==> src/rtl/sar_search.sv <==
// rtl/sar_search.sv - successive-approximation search against an external comparator
// Optional macro SAR_SEARCH_EARLY_EXIT_EN: finish as soon as the comparator reports equal.
module sar_search #(
  parameter int WIDTH = 8
) (
  input  logic             i_clk,
  input  logic             i_rst_n,
  input  logic             i_start,
  input  logic             i_cmp_lower,
  input  logic             i_cmp_equal,
  input  logic             i_cmp_higher,
  output logic [WIDTH-1:0] o_trial,
  output logic             o_busy,
  output logic             o_done,
  output logic [WIDTH-1:0] o_result,
  output logic             o_found
);

  localparam int IW = $clog2(WIDTH);

  typedef enum logic [1:0] {S_IDLE, S_TEST, S_DONE} state_t;

  state_t           r_state;
  logic [WIDTH-1:0] r_trial;
  logic [WIDTH-1:0] r_result;
  logic [IW-1:0]    r_idx;
  logic             r_busy;
  logic             r_done;
  logic             r_found;

  logic             w_keep;
  logic [WIDTH-1:0] w_bit;
  logic [WIDTH-1:0] w_decided;

  // Equal beats lower beats higher; no assertion at all counts as higher.
  always_comb begin
    w_keep = 1'b0;
    if (i_cmp_equal)       w_keep = 1'b1;
    else if (i_cmp_lower)  w_keep = 1'b1;
    else if (i_cmp_higher) w_keep = 1'b0;
    w_bit     = WIDTH'(1) << r_idx;
    w_decided = w_keep ? r_trial : (r_trial & ~w_bit);
  end

  always_ff @(posedge i_clk) begin
    if (!i_rst_n) begin
      r_state  <= S_IDLE;
      r_trial  <= '0;
      r_result <= '0;
      r_idx    <= '0;
      r_busy   <= 1'b0;
      r_done   <= 1'b0;
      r_found  <= 1'b0;
    end else begin
      case (r_state)
        S_IDLE: begin
          if (i_start) begin
            r_trial <= WIDTH'(1) << (WIDTH - 1);
            r_idx   <= IW'(WIDTH - 1);
            r_found <= 1'b0;
            r_busy  <= 1'b1;
            r_state <= S_TEST;
          end
        end
        S_TEST: begin
`ifdef SAR_SEARCH_EARLY_EXIT_EN
          if (i_cmp_equal) begin
            r_result <= r_trial;
            r_found  <= 1'b1;
            r_busy   <= 1'b0;
            r_done   <= 1'b1;
            r_state  <= S_DONE;
          end else
`endif
          begin
            if (i_cmp_equal) r_found <= 1'b1;
            if (r_idx == '0) begin
              r_trial  <= w_decided;
              r_result <= w_decided;
              r_busy   <= 1'b0;
              r_done   <= 1'b1;
              r_state  <= S_DONE;
            end else begin
              r_trial <= w_decided | (w_bit >> 1);
              r_idx   <= r_idx - IW'(1);
            end
          end
        end
        S_DONE: begin
          r_done  <= 1'b0;
          r_state <= S_IDLE;
        end
        default: r_state <= S_IDLE;
      endcase
    end
  end

  assign o_trial  = r_trial;
  assign o_busy   = r_busy;
  assign o_done   = r_done;
  assign o_result = r_result;
  assign o_found  = r_found;

endmodule

==> config.mk <==
export PLATFORM = sky130hd
export DESIGN_NAME = sar_search
export DESIGN_NICKNAME = d
export VERILOG_FILES = /design/src/rtl/sar_search.sv
export SDC_FILE = /design/constraint.sdc
export NUM_CORES = 1
export LEC_CHECK = 0
export ABC_AREA = 1
export ABC_CLOCK_PERIOD_IN_PS = 1660
export CAP_MARGIN = 20
export CORE_MARGIN = 3
export CORE_UTILIZATION = 48
export CTS_CLUSTER_DIAMETER = 40
export DETAILED_ROUTE_END_ITERATION = 7
export GPL_ROUTABILITY_DRIVEN = 0
export PLACE_DENSITY = 0.77
export SLEW_MARGIN = 20
export SYNTH_ARGS = -nofsm -noshare
export SYNTH_HDL_FRONTEND = slang
export SYNTH_SLANG_ARGS = --single-unit
==> constraint.sdc <==
create_clock -name i_clk -period 1.66 [get_ports i_clk]
set_clock_uncertainty 0.2 [all_clocks]
set_input_delay 0.332 -clock i_clk [delete_from_list [all_inputs] [get_ports i_clk]]
set_output_delay 0.332 -clock i_clk [all_outputs]
set_load 0.05 [all_outputs]
=== Yosys cells after proc, flatten, opt, wreduce, memory -nomap -nowiden ===
Index checks and enable logic that the tools add are counted.

* $add $sub $neg: 1
* Multiply operators: 0
* Div/mod/pow operators: 0
* Magnitude comparators: 0
* Equal/unequal tests: 6
* Shifts and indexed selects: 1
* Mux-type cells: 20
* Bitwise gates (word level): 3
* Reductions and logical operators: 11

{| class="wikitable"
|+ Operators by type and width
! operator !! number
|-
| two-way mux 8 bit || 3
|-
| case mux 8 bit (2 select lines) || 1
|-
| AND reduction 3 bit || 3
|-
| bitwise AND 8 bit || 1
|-
| != test 2 bit, second input constant || 4
|-
| NOT 8 bit || 1
|-
| OR 8 x 7 -> 8 bit || 1
|-
| AND reduction 2 bit || 4
|-
| left shift 1 x 3 -> 8 bit, first input constant || 1
|-
| two-way mux 1 bit || 7
|-
| two-way mux 3 bit || 2
|-
| case mux 1 bit (2 select lines) || 3
|-
| case mux 3 bit (2 select lines) || 1
|-
| two-way mux 2 bit || 2
|-
| case mux 2 bit (2 select lines) || 1
|-
| nonzero test 2 bit || 2
|-
| zero test 3 bit || 1
|-
| subtractor 3 x 1 -> 3 bit, second input constant || 1
|-
| == test 2 x 1 -> 1 bit, second input constant || 1
|-
| == test 2 bit, second input constant || 1
|-
| zero test 2 bit || 1
|}

* Register bits: 24
* Bits in latches: 0
* RAM bits: 0
* Memory bits (read-only): 0
* Input bits: 6
* Output and inout bits: 19
* Logic and storage cells: 49
* Memories kept: 0

=== Depth between registers and ports, before layout ===
* Depth in word-level cells: 7
* Mapped depth: 10
* Depth with buffers taken out: 10

=== Worst setup path before layout ===
No wires, ideal clock.

* Path kind: register to register
* Start point: register r_idx[0]
* End point: register r_result[4], in the netlist o_result[4]
* Setup time: 0.118 ns
* Data arrival time: 1.179 ns
* Slack: 0.163 ns
* Stages on the path, launching flop included: 10
* Clock period less this slack: 1.497 ns
* Path through: dfxtp_1 -> inv_1 -> ha_1 -> inv_2 -> nor2_4 -> inv_2 -> nor2_8 -> buf_6 -> o21ai_1 -> a21oi_1

* Cells in the longest elaborated chain, start to end: 4
* Elaborated cells between the ends (all ways): 6

{| class="wikitable"
|+ Ends and longest elaborated chain
! element !! line !! text
|-
| from (decl) || 26 || <nowiki>logic [IW-1:0] r_idx;</nowiki>
|-
| from (signal assigned) || 59 || <nowiki>r_idx <= IW'(WIDTH - 1);</nowiki>
|-
| from (signal assigned) || 85 || <nowiki>r_idx <= r_idx - IW'(1);</nowiki>
|-
| left shift 1 x 3 -> 8 bit || 41 || <nowiki>w_bit = WIDTH'(1) << r_idx;</nowiki>
|-
| NOT 8 bit || 42 || <nowiki>w_decided = w_keep ? r_trial : (r_trial & ~w_bit);</nowiki>
|-
| bitwise AND 8 bit || 42 ||
|-
| two-way mux 8 bit || 42 ||
|-
| to (signal assigned) || 79 || <nowiki>r_result <= w_decided;</nowiki>
|-
| to (decl) || 25 || <nowiki>logic [WIDTH-1:0] r_result;</nowiki>
|}

Several ways; a longest one is shown, not always the timed one.
A chain may end at the register's enable or synchronous reset.

=== Final worst setup path ===
* Start point: register r_idx[0]
* End point: register r_trial[2], in the netlist o_trial[2]

* Cells in the longest elaborated chain, start to end: 7
* Elaborated cells between the ends (all ways): 8

{| class="wikitable"
|+ Ends and longest elaborated chain
! element !! line !! text
|-
| left shift 1 x 3 -> 8 bit || 41 ||
|-
| NOT 8 bit || 42 ||
|-
| bitwise AND 8 bit || 42 ||
|-
| two-way mux 8 bit || 42 ||
|-
| OR 8 x 7 -> 8 bit || 84 || <nowiki>r_trial <= w_decided | (w_bit >> 1);</nowiki>
|-
| two-way mux 8 bit * || 77 || <nowiki>if (r_idx == '0) begin</nowiki>
|-
| case mux 8 bit (2 select lines) * || 55 || <nowiki>case (r_state)</nowiki>
|-
| to (signal assigned) || 58 || <nowiki>r_trial <= WIDTH'(1) << (WIDTH - 1);</nowiki>
|-
| to (signal assigned) || 78 || <nowiki>r_trial <= w_decided;</nowiki>
|-
| to (signal assigned) || 84 ||
|-
| to (decl) || 24 || <nowiki>logic [WIDTH-1:0] r_trial;</nowiki>
|}

Mark *: on every way between the ends. The rest lies on a longest branch, timed or not.

==> results.sh <==
export IMPL_synthAdderAreaFrac_pct=5.612
export IMPL_coreArea_um2=2082
export IMPL_initial_core_util_pct=53.55
export IMPL_layout_drive_gt1_share_pct=28.19
export IMPL_rows=16
export IMPL_die_x_um=54.19
export IMPL_worst_path_max_fanout=4
export IMPL_vias=1113
export IMPL_maxSlewViolCount=0
export IMPL_clkSlewWorstSetupHoldPaths_ns=0.13
export IMPL_cellInternalPower_uw=1009
export IMPL_crit_path_cell_trace="inv_2 -> buf_4 -> ha_2 -> inv_1 -> nor2_2 -> nand2_1 -> nand2_1 -> nand2_1 -> nand2_1 -> a21oi_1"
export IMPL_insertion_delay_ns=0.31
export IMPL_die_area_um2=2937
export IMPL_met3_length_um=182
export IMPL_ant_nets=0
export IMPL_met1_length_um=1179
export IMPL_leakagePower_uw=0.0007656
export IMPL_ys_types=20
export IMPL_grt_pass1_vias=1058
export IMPL_arrival_ns=1.61
export IMPL_io_pins=25
export IMPL_crit_slowest_cell="dfxtp_2"
export IMPL_grt_pass1_wl_um=4664
export IMPL_required_ns=1.71
export IMPL_grt_total_usage_pct=22.13
export IMPL_area_sequential_um2=483.0
export IMPL_clock_sinks=24
export IMPL_drtIter0Drc=31
export IMPL_die_h_um=54.19
export IMPL_hold_buffers=0
export IMPL_ir_drop_mv=0.6956
export IMPL_critPathMaxStageDelay_ns=0.37
export IMPL_cts_made_buffers=3
export IMPL_synth_area_mux_share_pct=0
export IMPL_hold_path_class="reg2reg"
export IMPL_dp_hpwl_um=2060
export IMPL_firstDrtPassIters=4
export IMPL_multi_input_area_um2=560.5
export IMPL_synth_compound_area_share_pct=15.94
export IMPL_diodes=0
export IMPL_status="finished, final reports clean"
export IMPL_cts_htree_levels=1
export IMPL_p_per_area_nw_per_um2=918.1
export IMPL_hold_ws_ns=0.3099
export IMPL_wirelength_um=2938
export IMPL_grt_max_degree=14
export IMPL_slew_headroom_pct=69.69
export IMPL_tightest_slew_ns=0.4540
export IMPL_crit_type="reg2reg"
export IMPL_wl_per_cell_um=13.67
export IMPL_dr_wl_met2_um=1528
export IMPL_cts_max_path_buffers=2
export IMPL_overflow=0
export IMPL_highest_signal_layer="met4"
export IMPL_fin_crit_sh_pct=93.84
export IMPL_synth_area_um2=1115
export IMPL_synthSimpleGateAreaFrac_pct=25.59
export IMPL_finalHoldViolCount=0
export IMPL_clockRootBuffer="clkbuf_4"
export IMPL_num_fill_cells=120
export IMPL_antenna_found_initial=0
export IMPL_startpoint_type="flop"
export IMPL_cap_viol_max_count=0
export IMPL_p_sw_share_pct=35.46
export IMPL_clock_fmax_mhz=642.0
export IMPL_synth_top_family_by_area="simple AND/OR/NAND/NOR gates"
export IMPL_p_clk_share_pct=19.5
export IMPL_synth_nets=165
export IMPL_synth_avg_cell_area_um2=7.239
export IMPL_port_buffer_count=23
export IMPL_switchingPower_uw=554.5
export IMPL_p_comb_share_pct=36.8
export IMPL_cts_tree="yes"
export IMPL_syn_to_final_growth_pct=52.75
export IMPL_cpMostUsedCell="nand2_1"
export IMPL_setup_viol=0
export IMPL_vias_per_cell=5.177
export IMPL_synth_xor_xnor_area_share_pct=0
export IMPL_seqPwrFrac_pct=43.8
export IMPL_synth_seq_area_share_pct=43.10
export IMPL_yosys_warnings=0
export IMPL_period_needed_ns=1.558
export IMPL_crit_path_end_kind="flop"
export IMPL_fin_setup_tns_ns=0
export IMPL_drcViolationCount=0
export IMPL_ys_seq_elements=24
export IMPL_syn_inst=154
export IMPL_fin_nets=200
[cells in the mapped netlist]
cell      instances  share of area, %
a21oi_1          18               8.1
a21oi_2           1              0.79
a31oi_1           1              0.56
buf_1             1              0.34
buf_6             2               2.0
clkbuf_1          1              0.34
dfxtp_1          24                43
ha_1              5               5.6
inv_1            17               5.7
inv_2             4               1.3
nand2_1          50                17
nand2_2           3               1.7
nand3_1           3               1.3
nor2_1            7               2.4
nor2_4            1               1.0
nor2_8            1               1.8
o21a_1            1              0.67
o21ai_0           9               4.0
o21ai_1           4               1.8
or2_1             1              0.56
[power groups by stage]
stage	logic [uW]	clock network (uW)	registers [uW]
2_1_floorplan	210	0	777
3_3_place_gp	504	0	689
3_5_place_dp	523	0	692
4_1_cts	537	308	679
5_1_grt	621	332	691
6_report	575	304	684
[critical path: cells and delay by family, from the launching register on]
family                   cells  cell delay [ns]
adder cells (fa/ha/maj)      1             0.19
AND/OR/NAND/NOR              5             0.35
AO/OA/AOI/OAI                1             0.13
flip-flops                   1             0.37
buffers and inverters        3             0.26
[timing repair]
action	CTS	global route
setup endpoints to repair	1	17
gates resized for setup	0	12
gates cloned	0	1
setup buffers	2	0
pin swaps	1	2
[cells by family (layout without fill, tap and decap cells)]
logic type,after synthesis,after routing
buffers and inverters,25,58
adder cells (fa/ha/maj),5,5
flip-flops,24,24
AND/OR/NAND/NOR,66,67
AO/OA/AOI/OAI,34,34
[final timing paths]
check	startpoint	end	slack, ns	cells after the start
max	r_idx[0]$_SDFFE_PN0P_	o_trial[2]$_SDFFE_PN0P_	0.10	10
min	o_busy$_SDFFE_PN0P_	o_busy$_SDFFE_PN0P_	0.31	2
max reg2reg	r_idx[0]$_SDFFE_PN0P_	o_trial[2]$_SDFFE_PN0P_	0.10	10
min reg2reg	o_busy$_SDFFE_PN0P_	o_busy$_SDFFE_PN0P_	0.31	2
[sequential cells by signal (all words and copies together) (netlist names)]
register  cells
o_found       1
o_done        1
o_busy        1
o_result      8
r_idx         3
o_trial       8
r_state       2
[placed cells by master (no fill, tap or decap)]
cell / count
ha_4: 1
o21a_1: 1
ha_1: 3
buf_12: 20
nand2_2: 3
a21oi_1: 17
clkbuf_8: 1
inv_2: 5
nand3_1: 3
ha_2: 1
o21ai_1: 5
clkdlybuf4s50_1: 4
a21oi_2: 2
nand2_1: 50
a31oi_1: 1
nor2_4: 2
or2_1: 1
nor2_1: 5
o21ai_0: 8
nor2_2: 2
nor2_8: 1
inv_4: 1
buf_4: 9
clkbuf_4: 3
dfxtp_2: 2
dfxtp_1: 22
inv_1: 15
[final cells by class]
cell class	count	area share, %
Clock buffer	4	2.131
Tap cell	27	1.984
Inverter	21	4.776
Sequential cell	24	28.36
Multi-Input combinational cell	106	32.92
Timing Repair Buffer	33	29.83
[layer usage]
| layer | up-vias | GRT usage [%] |
|---|---|---|
| met5 | - | 0 |
| met4 | 0 | 8.299 |
| met3 | 6 | 6.094 |
| met2 | 41 | 38.45 |
| met1 | 516 | 25.51 |
| li1 | 550 | - |
[metrics by stage]
step | std cells | area, um^2 | setup slack, ns | utilization (%) | total power, uW
after detailed placement | 208 | 1599 | -0.0008139 | 76.80 | 1215
after global placement | 208 | 1599 | 0.03407 | 76.80 | 1193
final | 215 | 1703 | 0.1023 | 81.79 | 1563
after global routing | 215 | 1703 | -0.0008993 | 81.79 | 1644
after CTS | 214 | 1663 | 0.004264 | 79.87 | 1524
after floorplan | 154 | 1115 | 0.1632 | - | 987.4
Note: power is estimated with default switching activity, not from simulation.
==> RTL change 1, RTL diff (same settings) <==
Register the output `o_result` once more, without a reset; this adds one clock of latency there. The other outputs are not delayed to match.
--- a/src/rtl/sar_search.sv
+++ b/src/rtl/sar_search.sv
@@ -98,7 +98,9 @@
   assign o_trial  = r_trial;
   assign o_busy   = r_busy;
   assign o_done   = r_done;
-  assign o_result = r_result;
+  always_ff @(posedge i_clk) begin
+    o_result <= r_result;
+  end
   assign o_found  = r_found;
 
 endmodule
Check against the original RTL: not equivalent (Yosys sat finds a counterexample within 10 cycles, from zero or initial values and one cycle with i_rst_n low).
==> RTL change 1 against the unedited design <==
- routed wire length fell by 7.3%
- die area rose by 13%
- sequential cell count rose by 8
- area after synthesis rose by 15%
- design area rose by 9.6%
- first-iteration DRC count fell by 16%
- combinational power fell by 4.7%
- total power rose by 23%
- via count rose by 1.7%
- worst setup slack got worse by 32 ps
- non-clock buffer count rose by 1
- utilization fell by 7.1 points
==> RTL change 1: results (changes against the unedited design) <==
nets=207 (+3.5%); WHS Path Cells=0 (-2); clock latency on the worst-skew pair=340 ps (+30 ps); number of sequential cells in the layout=32 (+33%); detailed-placement wirelength estimate=2.11 mm (+2.3%); Layout fillers=187 (+56%); sequential-to-total area share from yosys stat=50.0% (+6.9 points); metal1 wirelength=1.15 mm (-2.9%); Syn Nets=170 (+3.0%); pin count of the biggest net entering global routing=17 (+3); post-route design area=0.00187 mm2 (+9.6%); number of buffers outside the clock class in the layout=34 (+3.0%); worst r2r dst=r_idx[1]; global-route usage over all layers=18.8% (-3.3 points); wire length of the first global-routing pass=4.72 mm (+1.2%); R2R setup slack=70 ps (-30 ps); synthesized-area fraction occupied by ao, oa, aoi and oai cells=14.2% (-1.8 points); routed wirelength normalized by instance count=12.0 um (-12%); end point of the worst hold path=o_result[7]; relative slew slack=78.7% (+9.0 points); vias in the first global route=1108 (+4.7%); Data arrival, critical path=1630 ps (+20 ps); Internal Pwr Total=0.00128 W (+27%); GR Layer Usage met1=19.7% (-5.8 points); Layout clock area frac=3.28% (+1.2 points); Max rail drop VDD=0.000786 V (+13%); Leakage=0.830 nW (+8.4%); clock buffers=6 (+2); share of total power consumed by net switching=33.1% (-2.3 points); worst hold slack=155 ps (-155 ps); met2 capacity usage during global routing=33.7% (-4.7 points); Clock Pin Slew Worst Setup and Hold Paths=100 ps (-30 ps); r2r startpoint=r_idx[1]; most frequent cells after synthesis=sky130_fd_sc_hd__nand2_1, sky130_fd_sc_hd__dfxtp_1, sky130_fd_sc_hd__a21oi_1; routed wire length=2.72 mm (-7.3%); Min-Delay Startpoint=r_result[7]; Non-clk invs=18 (-14%); share of the final layout cell area in multi-input gates=29.0% (-3.9 points); run status=finished, final reports clean; total area of sequential cells=643 um2 (+33%); layout multi-input combinational cell count=105 (-0.94%); routing usage on met3=5.79% (-0.30 points)
-- RTL change 1: cell types whose count changed after synthesis, sizes merged --
| cell | unedited run | this run |
|---|---|---|
| dfxtp | 24 | 32 |
| inv | 21 | 18 |
| a21oi | 19 | 20 |
| buf | 3 | 2 |
| clkbuf | 1 | 2 |
| nand2 | 53 | 52 |
| nand3 | 3 | 4 |
| nor2 | 9 | 10 |
| o21a | 1 | 0 |
| o21ai | 13 | 12 |
-- RTL change 1: repair_timing --
item / 4_1_cts / 5_1_grt
hold endpoints to repair: 0 / 0
endpoints found under the setup margin: 2 / 14
buffers inserted: 0 / 1
resized for setup: 1 / 4
gates cloned: 0 / 0
-- RTL change 1: worst max-delay path by stage --
stage,end,from,slack [ps]
after floorplan,r_result[5],r_idx[0],120
after CTS,r_idx[1],r_idx[1],6
after global routing,r_idx[0],r_idx[1],-40
after global placement,o_trial[6],i_cmp_equal,20
final,r_idx[1],r_idx[1],70
after detailed placement,o_trial[4],i_cmp_equal,-30
==> RTL change 2, RTL diff (same settings) <==
Without the edit above. The option `SAR_SEARCH_EARLY_EXIT_EN` is turned on by a define.
--- a/src/rtl/sar_search.sv
+++ b/src/rtl/sar_search.sv
@@ -1,5 +1,7 @@
 // rtl/sar_search.sv - successive-approximation search against an external comparator
 // Optional macro SAR_SEARCH_EARLY_EXIT_EN: finish as soon as the comparator reports equal.
+`define SAR_SEARCH_EARLY_EXIT_EN
+
 module sar_search #(
   parameter int WIDTH = 8
 ) (
Behaviour: not the same (Yosys sat finds a counterexample within 4 cycles, from zero or initial values and one cycle with i_rst_n low).
==> RTL change 2 against the unedited design <==
- combinational power rose by 20%
- total power grew 16%
- area after synthesis increased by 1.5%
- worst setup slack worse by 110 ps
- the run now ends with setup timing left
- cell count grew 5.6%
- routed wire length increased by 29%
- largest power group unchanged
- sequential cell count unchanged
- design area rose by 7.1%
- critical endpoint is now r_idx[1]
- sequential power rose by 2%
==> RTL change 2: results (changes against the unedited design) <==
run status=finished with violations; failing checks=setup timing; via count=1273 (+14%); sequential-to-total area share from yosys stat=42.5% (-0.62 points); detailed-placement wirelength estimate=2.31 mm (+12%); vias in the first global route=1217 (+15%); Max rail drop VDD=0.000925 V (+33%); share of synthesized cell area in full adder, half adder and majority cells=5.53% (-0.081 points); nets=212 (+6.0%); routed wirelength normalized by instance count=16.8 um (+23%); Syn Nets=170 (+3.0%); count of final setup violators=1 (+1); count of unique library cells instantiated by Yosys=17 (-15%); most frequent cells after synthesis=sky130_fd_sc_hd__nand2_1, sky130_fd_sc_hd__dfxtp_1, sky130_fd_sc_hd__a21oi_1; final setup slack of the worst path=-9.53 ps (-112 ps); launch point of the critical path=r_idx[1]; Psw=0.000636 W (+15%); non-filler instance count after layout=227 (+5.6%); count of mapped cells out of synthesis=159 (+3.2%); global-route usage over all layers=26.5% (+4.3 points); Met2 Wirelength=1.98 mm (+29%); Leakage=0.782 nW (+2.1%); instance area at placement=0.00169 mm2 (+5.9%); Internal Pwr Total=0.00118 W (+17%); pin count of the biggest net entering global routing=17 (+3); r2r startpoint=r_idx[1]; sequential group power=0.000698 W (+2%); Layout fillers=99 (-18%)
-- RTL change 2: path summary, 6_finish.rpt --
path	to	slack, ps
worst max-delay path	r_idx[1]	-10
worst max register to register	r_idx[1]	-10
worst min-delay path	o_found	310
worst min register to register	o_found	310
-- RTL change 2: area by class of cell --
| class | instances | area (um2) | area share (%) |
|---|---|---|---|
| inverters | 17 | 67.6 | 3.70 |
| clock buffers | 3 | 22.5 | 1.23 |
| well taps | 27 | 33.8 | 1.85 |
| clock inverters | 1 | 30.0 | 1.65 |
| flip-flops and latches | 24 | 484 | 26.5 |
| repair buffers | 40 | 591 | 32.4 |
| multi-input cells | 115 | 596 | 32.6 |
-- RTL change 2: worst reg2reg max path: stages (launching register included) --
cell	delay, ps
sky130_fd_sc_hd__dfxtp_2	370
sky130_fd_sc_hd__inv_2	100
sky130_fd_sc_hd__ha_4	150
sky130_fd_sc_hd__inv_2	60
sky130_fd_sc_hd__nor2_4	140
sky130_fd_sc_hd__nand2_2	90
sky130_fd_sc_hd__buf_4	160
sky130_fd_sc_hd__nand2_2	100
sky130_fd_sc_hd__nand2_1	80
sky130_fd_sc_hd__a21oi_1	160
-- RTL change 2: logic make-up after synthesis --
kind of cell,after synthesis
AO/OA/AOI/OAI,31
buffers and inverters,20
adder cells (fa/ha/maj),5
AND/OR/NAND/NOR,79
flip-flops,24
-- RTL change 2: repair_timing --
action | 4_1_cts | 5_1_grt
cloned | 0 | 1
gates resized for setup | 2 | 14
pin swaps | 0 | 4
buffers inserted | 0 | 2
setup endpoints to repair | 2 | 18
-- RTL change 2: layer usage --
layer / GRT usage [%] / vias up
li1: - / 587
met1: 32.3 / 589
met2: 45.4 / 78
met3: 4.63 / 19
met4: 11.2 / 0
met5: 0 / -
